### src/rtl/discharge_pulse_timer.sv
`timescale 1ns/1ps
// -----------------------------------------------------------------------------
// discharge_pulse_timer
// Per-pulse EDM discharge sequencer. Applies gap voltage (WAIT), waits for
// breakdown, holds discharge current for Ton (ON), then rests for Toff (OFF),
// repeating while machining is enabled. Supports isopulse (Ton timed from
// breakdown) and isofrequency (Ton timed from gap-voltage application) modes.
//
// Ports:
//   clk            system clock
//   sys_rst        synchronous active-high reset, highest priority
//   is_machine     machining enable level; low aborts to IDLE on the next edge
//   Ton_data       on-time in ticks (0 treated as 1)
//   Toff_data      off-time in ticks (0 treated as 1)
//   Ip_data        peak-current reference, captured at each WAIT entry
//   waveform_data  bit0: 0 = isopulse, 1 = isofrequency; other bits ignored
//   breakdown_det  gap-breakdown level, already synchronous to clk
//   gate_hv        high-voltage switch gate (WAIT and ON)
//   current_en     discharge current enable (ON only)
//   ip_ref         peak-current reference of the pulse in progress
//   pulse_done     one-cycle strobe when an ON phase completes
//   open_pulse     one-cycle strobe when a breakdown wait times out
//   busy           high whenever the sequencer is not IDLE
// -----------------------------------------------------------------------------
module discharge_pulse_timer #(
  parameter int TICK_DIV       = 10,
  parameter int MAX_WAIT_TICKS = 1000
) (
  input  logic        clk,
  input  logic        sys_rst,
  input  logic        is_machine,
  input  logic [15:0] Ton_data,
  input  logic [15:0] Toff_data,
  input  logic [15:0] Ip_data,
  input  logic [15:0] waveform_data,
  input  logic        breakdown_det,
  output logic        gate_hv,
  output logic        current_en,
  output logic [15:0] ip_ref,
  output logic        pulse_done,
  output logic        open_pulse,
  output logic        busy
);

  localparam logic [1:0] S_IDLE = 2'd0;
  localparam logic [1:0] S_WAIT = 2'd1;
  localparam logic [1:0] S_ON   = 2'd2;
  localparam logic [1:0] S_OFF  = 2'd3;

  localparam int PW   = (TICK_DIV > 1) ? $clog2(TICK_DIV) : 1;
  localparam int CWR  = $clog2(MAX_WAIT_TICKS + 1);
  localparam int CW   = (CWR > 16) ? CWR : 16;

  localparam logic [PW-1:0] PRESC_MAX = PW'(TICK_DIV - 1);
  localparam logic [CW-1:0] CNT_MAX   = {CW{1'b1}};
  localparam logic [CW:0]   WAIT_LIM  = (CW + 1)'(MAX_WAIT_TICKS);

  logic [1:0]    state_r;
  logic [1:0]    state_nxt_s;
  logic [PW-1:0] presc_r;
  logic [CW-1:0] tick_cnt_r;
  logic [15:0]   ton_snap_r;
  logic [15:0]   toff_snap_r;
  logic          mode_snap_r;

  logic tick_s;
  logic ton_done_s;
  logic toff_done_s;
  logic wait_done_s;
  logic keep_timer_s;
  logic snap_s;
  logic done_evt_s;
  logic open_evt_s;
  logic waveform_unused;

  assign waveform_unused = ^waveform_data[15:1];

  // True when the tick about to be counted completes a phase of 'limit' ticks.
  function automatic logic phase_elapsed(input logic [CW-1:0] cnt,
                                         input logic [CW:0]   limit);
    phase_elapsed = (({1'b0, cnt} + (CW + 1)'(1)) >= limit);
  endfunction

  assign tick_s      = (presc_r == PRESC_MAX);
  assign ton_done_s  = tick_s && phase_elapsed(tick_cnt_r, (CW + 1)'(ton_snap_r));
  assign toff_done_s = tick_s && phase_elapsed(tick_cnt_r, (CW + 1)'(toff_snap_r));
  assign wait_done_s = tick_s && phase_elapsed(tick_cnt_r, WAIT_LIM);

  // Next-state decode; the machining-enable abort overrides every other event.
  always_comb begin
    state_nxt_s  = state_r;
    keep_timer_s = 1'b0;
    snap_s       = 1'b0;
    done_evt_s   = 1'b0;
    open_evt_s   = 1'b0;
    if (!is_machine) begin
      state_nxt_s = S_IDLE;
    end else begin
      case (state_r)
        S_IDLE: begin
          state_nxt_s = S_WAIT;
          snap_s      = 1'b1;
        end
        S_WAIT: begin
          if (breakdown_det) begin
            state_nxt_s  = S_ON;
            // Isofrequency keeps timing Ton from the WAIT entry.
            keep_timer_s = mode_snap_r;
          end else if (mode_snap_r ? ton_done_s : wait_done_s) begin
            state_nxt_s = S_OFF;
            open_evt_s  = 1'b1;
          end else begin
            state_nxt_s = S_WAIT;
          end
        end
        S_ON: begin
          if (ton_done_s) begin
            state_nxt_s = S_OFF;
            done_evt_s  = 1'b1;
          end else begin
            state_nxt_s = S_ON;
          end
        end
        S_OFF: begin
          if (toff_done_s) begin
            state_nxt_s = S_WAIT;
            snap_s      = 1'b1;
          end else begin
            state_nxt_s = S_OFF;
          end
        end
        default: begin
          state_nxt_s = S_IDLE;
        end
      endcase
    end
  end

  // State, phase timer, parameter snapshot and registered outputs.
  always_ff @(posedge clk) begin
    if (sys_rst) begin
      state_r     <= S_IDLE;
      presc_r     <= '0;
      tick_cnt_r  <= '0;
      ton_snap_r  <= 16'd1;
      toff_snap_r <= 16'd1;
      mode_snap_r <= 1'b0;
      gate_hv     <= 1'b0;
      current_en  <= 1'b0;
      ip_ref      <= 16'd0;
      pulse_done  <= 1'b0;
      open_pulse  <= 1'b0;
      busy        <= 1'b0;
    end else begin
      state_r <= state_nxt_s;

      if ((state_nxt_s != state_r) && !keep_timer_s) begin
        presc_r    <= '0;
        tick_cnt_r <= '0;
      end else if (state_r != S_IDLE) begin
        presc_r <= tick_s ? '0 : (presc_r + PW'(1));
        // Saturate rather than wrap so a long phase can never restart.
        if (tick_s && (tick_cnt_r != CNT_MAX)) begin
          tick_cnt_r <= tick_cnt_r + CW'(1);
        end
      end

      if (snap_s) begin
        ton_snap_r  <= (Ton_data  == 16'd0) ? 16'd1 : Ton_data;
        toff_snap_r <= (Toff_data == 16'd0) ? 16'd1 : Toff_data;
        mode_snap_r <= waveform_data[0];
        ip_ref      <= Ip_data;
      end else if (state_nxt_s == S_IDLE) begin
        ip_ref <= 16'd0;
      end

      // Outputs decode the next state so they are valid on the first cycle of it.
      gate_hv    <= (state_nxt_s == S_WAIT) || (state_nxt_s == S_ON);
      current_en <= (state_nxt_s == S_ON);
      busy       <= (state_nxt_s != S_IDLE);
      pulse_done <= done_evt_s;
      open_pulse <= open_evt_s;
    end
  end

endmodule
### config.mk
export PLATFORM = sky130hd
export DESIGN_NAME = discharge_pulse_timer
export DESIGN_NICKNAME = d
export VERILOG_FILES = /design/src/rtl/discharge_pulse_timer.sv
export SDC_FILE = /design/constraint.sdc
export NUM_CORES = 1
export LEC_CHECK = 0
export ABC_AREA = 1
export BUFFER_PORTS_ARGS = -buffer_cell sky130_fd_sc_hd__buf_2
export CELL_PAD_IN_SITES_DETAIL_PLACEMENT = 0
export CELL_PAD_IN_SITES_GLOBAL_PLACEMENT = 1
export CORE_MARGIN = 4
export CORE_UTILIZATION = 40
export CTS_CLUSTER_SIZE = 28
export DETAILED_ROUTE_END_ITERATION = 12
export PLACE_DENSITY = 0.86
export RECOVER_POWER = 50
export SLEW_MARGIN = 20
export SYNTH_ARGS = -nofsm -noshare
export SYNTH_HDL_FRONTEND = slang
export SYNTH_SLANG_ARGS = --single-unit
### constraint.sdc
create_clock -name clk -period 7.54 [get_ports clk]
set_input_delay 0.377 -clock clk [delete_from_list [all_inputs] [get_ports clk]]
set_output_delay 0.377 -clock clk [all_outputs]
set_load 0.01 [all_outputs]
# Word-level counts from Yosys, hierarchy flattened
# Index checks and enable logic that the tools add are counted.
[totals]
register_bits = 76
output_inout_bits = 21
elab_cells = 67
inputBits = 68
[op_classes]
n_reduce_logical = 18
eq_ne = 8
n_mux = 20
addsub = 3
bitwise_logic = 3
n_lt_le_gt_ge = 3
[op_table]
columns = ["operator", "count"]
rows = [
  ["$mux 16", 4],
  ["$ge 17x16->1", 2],
  ["$logic_not 16->1", 2],
  ["$add 16x1->17 const B", 1],
  ["$ge 17x10->1 const B", 1],
  ["$add 16x1->16 const B", 1],
  ["$ne 16x16->1 const B", 1],
  ["$mux 1", 9],
  ["$mux 2", 4],
  ["$pmux 2 s4", 1],
  ["$eq 2x2->1 const B", 3],
  ["$reduce_bool 2->1", 3],
  ["$logic_and 1x1->1", 5],
  ["$add 4x1->4 const B", 1],
  ["$eq 2x1->1 const B", 2],
  ["$eq 4x4->1 const B", 1],
  ["$logic_not 2->1", 2],
  ["$mux 4", 1],
  ["$reduce_or 4->1", 1],
  ["$not 1->1", 3],
  ["$reduce_or 3->1", 1],
  ["$ne 2x2->1", 1],
  ["$pmux 1 s2", 1],
  ["$reduce_and 2->1", 1],
  ["3 further kinds", 3],
]

# Depth between registers and ports, before layout
# Gate-level depths: netlist of the first run.
[depth]
depth_word = 11
ltp_mapped = 27
mapped_depth_nobuf = 26

# Least setup slack after synthesis of the first run
# Ideal clock, no wire load.
[synth_path]
path_kind = "register -> register"
from = "reg tick_cnt_r[0]"
to = "reg ip_ref[10]"
synth_period_minus_slack_ns = 3.097
t_arrival_ns = 3.027
path_slack_ns = 4.443
stages_incl_launch_ff = 23
required_ns = 7.469
cell_sequence = "dfxtp_1 ha_1 nand2_2 nor2_8 nand3_1 nand2_1 nand2_1 ha_1 nand2_1 nor3_1 and3_1 nand3_1 nor2_1 nor2_2 nand3_1 nand3_2 nand3_2 nand2_2 ha_1 nor2_8 buf_4 nand2_1 a21oi_1"
[synth_between]
elab_chain_cells = 10
[synth_lines]
columns = ["element", "line", "source"]
rows = [
  ["start: declaration", "61", "logic [CW-1:0] tick_cnt_r;"],
  ["start signal: assignment", "164", "tick_cnt_r <= tick_cnt_r + CW'(1);"],
  ["$add 16x1->17 (*)", "81", "phase_elapsed = (({1'b0, cnt} + (CW + 1)'(1)) >= limit);"],
  ["$ge 17x10->1 or $ge 17x16->1 (tied branches)", "81", ""],
  ["$logic_and 1x1->1, on equally long branches", "87, 85", ""],
  ["$mux 1", "109", "end else if (mode_snap_r ? ton_done_s : wait_done_s) begin"],
  ["$mux 2", "109", ""],
  ["$mux 2", "105", "if (breakdown_det) begin"],
  ["$pmux 2 s4", "99", "case (state_r)"],
  ["$mux 2", "96", "if (!is_machine) begin"],
  ["$logic_not 2->1", "173", "end else if (state_nxt_s == S_IDLE) begin"],
  ["$reduce_bool 2->1 (no source line)", "-", ""],
  ["end signal: assignment", "172", "ip_ref <= Ip_data;"],
  ["end: declaration", "39", "output logic [15:0] ip_ref,"],
]
# Mark *: on every way between the ends. The rest lies on a longest branch, timed or not.
# A chain may end at the register's enable or synchronous reset.

# Final worst setup path of the first run
[layout_path]
from = "reg tick_cnt_r[0]"
to = "reg ip_ref[4]"
# Same word-level chain as after synthesis.

==> flow_metrics.tcl, run 1 <==
set metrics [dict create \
    async_reset_ff_share_pct 0 \
    ys_top_cells_by_area "dfxtp_1 (34%), nand2_1 (11%), ha_1 (10%), inv_1 (6.8%), a21oi_1 (5.6%)" \
    cts_made_buffers 9 \
    htreeDepth 3 \
    combPwrFrac_pct 15.5 \
    yosysMostFrequentCell "nand2_1" \
    crit_fanout 66 \
    rows 38 \
    fp.dieW_um 113.4 \
    io_buffers 73 \
    drtPass1Iterations 5 \
    status "complete, no violations" \
    cts_tree "yes" \
    drv_cap 0 \
    swShare_pct 30.53 \
    place_area_um2 4885 \
    hp-start "Ip_data[1]" \
    coreArea_um2 10840 \
    clockPowerShare_pct 34.3 \
    antenna_left 0 \
    fin_area_um2 5010 \
    insertedDiodeCount 0 \
    synth_area_leader_cell "dfxtp_1" \
    ys_types 34 \
    track_usage_pct 16.70 \
    dr.first_iter.drc_count 161 \
    seq_power_share_pct 50.2 \
    crit_path_end_kind "flop" \
    whs_path_depth 3 \
    dieArea_um2 12860 \
    drc 0 \
    cp-start-kind "flop" \
    skew_ns 0.009175 \
    worstPathCellList "ha_1, nand2_2, nor2_1, nand2_1, nand2_1, nand2_1, ha_1, a21oi_1, o21a_1, nand2_1, nand2_1, nand2_1, nand2_1, nand2_1, nand2_1, nand2_1, nand2_1, nand2_1, nand2_4, inv_4, nor2_8, nand2_1, a21oi_1" \
    syn_nets 716 \
    grt_pass1_wl_mm 17.44 \
    setup_viol 0 \
    fin_crit_ns 4.217 \
    antenna_found_initial 0 \
    fin_total_pwr_w 0.0008554 \
    power.density_nw_per_um2 170.7 \
    p_leak_nw 2.274 \
    worstPathArrival_ns 4.52 \
    synth-seq-cells 76 \
    synth_enable_flop_cells 0 \
    wl_per_cell_um 12.20 \
    switchingPower_w 0.0002612 \
    hold_class "in2reg" \
    slew_headroom_pct 47.55 \
    vias_per_cell 4.868 \
    holdPathEnd "ip_ref[1]$_SDFFE_PP0P_" \
    synth-main-ff-cell "dfxtp_1" \
    avgSynthCellArea_um2 7.264 \
    cts_root_buffer "clkbuf_8" \
    maxSlewViolCount 0 \
    path_clk_slew_ns 0.09 \
    max_clock_freq_mhz 237.1 \
    drive_gt1_share_pct 17.84 \
    yosysTopAreaCellShare_pct 34.22 \
    cts_repair_resize_count 0 \
    cts_hold_buffers 0 \
    num_io_pins 89 \
    dp_hpwl_mm 7.836 \
    start_util_pct 41.01 \
    p_int_w 0.0005942 \
    period_share_pct 55.93 \
    r2r_start "tick_cnt_r[0]$_SDFFE_PP0P_" \
    wl_mm 10.05 \
    clk_latency_ns 0.36 \
    cp_data_required_time_ns 7.84 \
    setup-tns-final_ns 0 \
    r2r-end "ip_ref[4]$_SDFFE_PP0P_" \
    rsz0062_at_grt "no" \
    r2r_cells 23 \
    worst_pin_slew_ns 0.7839 \
    globalplace.congestion 0.8746 \
    synth_seq_area_share_pct 34.22 \
    regToRegSetupSlack_ns 3.32 \
    fin_util_pct 46.21 \
    synth.cell_area_um2 4446 \
    grt_max_degree 67 \
    area_delta_synth_final_pct 12.69 \
    hold_viol 0 \
    die_h_um 113.4 \
    crit_top_cell "nand2_1" \
    yosys-top-cells-count "nand2_1 (135), inv_1 (80), dfxtp_1 (76)" \
    final_nets 783 \
    cts.sink_count 76 \
    ir_worst_vdd_mv 0.1001 \
    vias 4011 \
    syn_inst 612 \
    crit_start "tick_cnt_r[0]$_SDFFE_PP0P_" \
    overflow 0 \
    cpPeakStageDelay_ns 0.62 \
    critPathSlowestCell "nor2_1" \
    nFillCells 1123 \
    crit_type "reg2reg" \
    clockBufferDepth 2 \
    synth_warnings 0 \
    grt_pass1_vias 3958 \
    cts_post_setup_buffers_inserted 0 \
]
==> area by class of cell <==
class                           count  area, um^2  area share, %
Sequential cell                    76        1521          30.37
Inverter                           83       314.1          6.269
Clock buffer                        9       123.9          2.473
Timing Repair Buffer               74       346.6          6.918
Clock inverter                      7       58.81          1.174
Tap cell                          140       175.2          3.497
Multi-Input combinational cell    435        2470          49.30
==> sequential cells by signal, indices dropped and copies added, names as in the netlist <==
signal,count
busy,1
state_r,2
toff_snap_r,16
gate_hv,1
tick_cnt_r,16
open_pulse,1
ip_ref,16
ton_snap_r,16
current_en,1
presc_r,4
mode_snap_r,1
pulse_done,1
==> metal layers <==
| layer | global-route usage [%] | share of wire, % | wire length (um) | vias up |
|---|---|---|---|---|
| met3 | 4.721 | 5.2 | 527 | 17 |
| met1 | 21.16 | 49 | 4891 | 1805 |
| met5 | 0 | 0 | 0 | - |
| met4 | 6.090 | 1.9 | 187 | 0 |
| li1 | - | - | - | 2104 |
| met2 | 27.17 | 44 | 4445 | 85 |
==> worst max-delay path: cells and delay by family, from the launching register on <==
family | cells | cell delay [ns]
DFF | 1 | 0.50
buffers and inverters | 1 | 0.23
adders and majority gates | 2 | 0.57
AOI/OAI and AO/OA | 3 | 0.42
and+or+nand+nor | 17 | 2.41
==> layout by cell type (no fill, tap or decap), types with 3 or more instances in the layout <==
cell type and count:
xor2_1 4, nand3_1 24, buf_2 52, dfxtp_1 76, a211oi_2 5, clkbuf_8 9, nor3_1 8, inv_6 3
mux2i_1 3, o21ai_0 43, clkbuf_1 21, nand2_4 4, a21oi_1 50, nand4_1 5, nand2_1 137, nor2_1 52
nand3_2 5, nand3b_1 4, ha_1 36, nor4_1 8, inv_1 80, nand2_2 12, nor2_2 22
==> power by group through the flow <==
stage / clock network [W] / logic, W / registers, W
after CTS: 0.000303 / 0.000136 / 0.000430
after detailed placement: 0 / 0.000135 / 0.000439
after global routing: 0.000319 / 0.000152 / 0.000432
after global placement: 0 / 0.000132 / 0.000438
after floorplan: 0 / 0.0000967 / 0.000440
final: 0.000293 / 0.000133 / 0.000430
==> cell families after synthesis <==
logic type      synth area share, %
flops                         34.22
fa+ha+maj                     10.13
simple gates                  30.88
compound gates                13.23
xor+xnor                      1.351
buf+inv                       9.513
mux                          0.6755
==> metrics by stage <==
step / hold slack, ns / setup WS (ns) / std cells
after floorplan: 0.4350 / 4.443 / 612
after global placement: 0.4452 / 3.347 / 808
after detailed placement: 0.4540 / 3.274 / 808
after CTS: 0.2352 / 3.266 / 824
after global routing: 0.2406 / 2.858 / 824
final: 0.2524 / 3.323 / 824
==> how the worst max path moves through the flow <==
stage,end,slack (ns)
5_1_grt,ip_ref[7]$_SDFFE_PP0P_,2.86
3_5_place_dp,ip_ref[7]$_SDFFE_PP0P_,3.27
6_report,ip_ref[4]$_SDFFE_PP0P_,3.32
2_1_floorplan,ip_ref[10]$_SDFFE_PP0P_,4.44
4_1_cts,ip_ref[4]$_SDFFE_PP0P_,3.27
3_3_place_gp,ip_ref[0]$_SDFFE_PP0P_,3.35
Power figures use the tool's default switching activity.
==> inputs of run 2 (changes only) <==
--- a/config.mk
+++ b/config.mk
@@ -10,10 +10,10 @@
 export CELL_PAD_IN_SITES_DETAIL_PLACEMENT = 0
 export CELL_PAD_IN_SITES_GLOBAL_PLACEMENT = 1
 export CORE_MARGIN = 4
-export CORE_UTILIZATION = 40
+export CORE_UTILIZATION = 36
 export CTS_CLUSTER_SIZE = 28
 export DETAILED_ROUTE_END_ITERATION = 12
-export PLACE_DENSITY = 0.86
+export PLACE_DENSITY = 0.82
 export RECOVER_POWER = 50
 export SLEW_MARGIN = 20
 export SYNTH_ARGS = -nofsm -noshare
==> constraint.sdc (replaced) <==
create_clock -name clk -period 3.5 [get_ports clk]
set_input_delay 0.175 -clock clk [delete_from_list [all_inputs] [get_ports clk]]
set_output_delay 0.175 -clock clk [all_outputs]
set_load 0.01 [all_outputs]
==> run 2 against run 1 <==
Net effect:
- highest routed layer unchanged
- largest cell class unchanged
- largest power group unchanged
- critical path type unchanged
- via count is 1.4% higher
- die area is 10% higher
- count of clock-buffer cells in the layout stayed put
- first-iteration DRC count is 9.9% higher
- global-route usage is 1.3 points lower
- utilization is 1.4 points lower
- final area is 7.9% higher
==> flow_metrics.tcl, run 2 (same netlist as run 1, synthesis figures left out) <==
set metrics [dict create \
    start_util_pct 36.86 \
    power.density_nw_per_um2 395.5 \
    grtUsageMet3_pct 3.894 \
    cts_hold_buffers 0 \
    drtPass1Iterations 4 \
    slew_headroom_pct 51.65 \
    path_clk_slew_ns 0.07 \
    globalplace.congestion 0.9000 \
    grt_pass1_vias 3918 \
    die_h_um 119.1 \
    fin_crit_ns 3.168 \
    insertedDiodeCount 0 \
    cts_root_buffer "clkbuf_16" \
    final_nets 798 \
    vias_per_cell 4.690 \
    track_usage_pct 15.35 \
    p_leak_nw 2.479 \
    vias 4066 \
    ir_worst_vdd_mv 0.3438 \
    drc 0 \
    cts.sink_count 76 \
    maxSlewViolCount 0 \
    cp-start-kind "flop" \
    hold_class "in2reg" \
    drv_cap 0 \
    gr-usage-met2_pct 25.82 \
    period_share_pct 90.52 \
    path_buf_inv 2 \
    cp_data_required_time_ns 3.72 \
    setup_viol 0 \
    final_cell_mix "nand2_1 (134), inv_1 (80), dfxtp_1 (70), buf_2 (52)" \
    area_delta_synth_final_pct 21.59 \
    cts_tree "yes" \
    grt_pass1_wl_mm 18.01 \
    clk_latency_ns 0.34 \
    crit_type "reg2reg" \
    wl_per_cell_um 12.42 \
    wl_mm 10.77 \
    critPathSlowestCell "dfxtp_2" \
    final_cell_count_no_fill 867 \
    overflow 0 \
    crit_path_end_kind "flop" \
    place_area_um2 5040 \
    layout_commonest_cell "nand2_1" \
    htreeDepth 3 \
    drive_gt1_share_pct 22.03 \
    dp.cells 847 \
    num_io_pins 89 \
    cpPeakStageDelay_ns 0.36 \
    crit_top_cell "nand2_1" \
    antenna_left 0 \
    fin_area_um2 5405 \
    status "complete, no violations" \
    antenna_found_initial 0 \
    dieArea_um2 14190 \
    grt_busiest_layer "met2" \
    worstPathArrival_ns 3.39 \
    clockBufferDepth 2 \
    use_met1_pct 19.78 \
    fin_total_pwr_w 0.002138 \
    cts_made_buffers 9 \
    dp_hpwl_mm 8.272 \
    fp.dieW_um 119.1 \
    worst_pin_slew_ns 0.7244 \
    coreArea_um2 12060 \
    hold_viol 0 \
    whs_ns 0.08115 \
    dr.first_iter.drc_count 177 \
    rows 40 \
    io_buffers 73 \
    max_clock_freq_mhz 315.7 \
    crit_family "simple AND/OR/NAND/NOR gates" \
    skew_ns 0.007810 \
    crit_fanout 5 \
    grt_max_degree 41 \
]
-- run 2: cell count changes in the layout (fill, tap and decap cells not counted), sizes merged --
cell / previous run / this run
buf: 53 / 64
clkbuf: 30 / 33
nor2: 77 / 78
-- run 2: worst paths after layout --
check	start	to	slack, ns	cells after the start
hold reg to reg	ip_ref[1]$_SDFFE_PP0P_	ip_ref[1]$_SDFFE_PP0P_	0.46	2
setup reg to reg	tick_cnt_r[1]$_SDFFE_PP0P_	tick_cnt_r[4]$_SDFFE_PP0P_	0.33	28
hold / removal	Ip_data[8]	ip_ref[8]$_SDFFE_PP0P_	0.08	3
setup / recovery	tick_cnt_r[1]$_SDFFE_PP0P_	tick_cnt_r[4]$_SDFFE_PP0P_	0.33	28
-- run 2: layout make-up --
type | count | area [um^2]
Sequential cell | 76 | 1529
Clock buffer | 9 | 225.2
Multi-Input combinational cell | 436 | 2552
Inverter | 83 | 314.1
Fill cell | 1209 | 6656
Clock inverter | 7 | 58.81
Timing Repair Buffer | 88 | 515.5
Tap cell | 168 | 210.2
-- run 2: power breakdown --
| group | total (W) | internal [W] | switching, W | leakage, nW |
|---|---|---|---|---|
| sequential | 0.000927 | 0.000911 | 0.0000163 | 0.624 |
| combinational | 0.000319 | 0.000125 | 0.000194 | 1.72 |
| clock | 0.000891 | 0.000490 | 0.000401 | 0.133 |
-- run 2: through the flow --
step                utilization (%)  setup TNS [ns]  setup WS, ns
global placement              41.78               0        0.2329
CTS                           44.14               0        0.1420
finish                        44.81               0        0.3320
floorplan                         -               0        0.4028
global route                  44.81         -0.1224      -0.01911
detailed placement            41.78               0        0.1574
-- run 2: layer usage --
| metal | vias up | share of wire, % | wire length (um) |
|---|---|---|---|
| met1 | 1842 | 47 | 5098 |
| met2 | 73 | 47 | 5046 |
| met5 | - | 0 | 0 |
| met4 | 0 | 0.81 | 87 |
| li1 | 2144 | - | - |
| met3 | 7 | 5.0 | 539 |
-- run 2: worst min-delay path: stages --
cell and delay [ns]:
buf_2 0.10, nand2_1 0.05, a21oi_1 0.05
-- run 2: timing repair --
| action | CTS | global route |
|---|---|---|
| setup endpoints to repair | 0 | 37 |
| setup buffers | 0 | 0 |
| gates resized for setup | 0 | 15 |
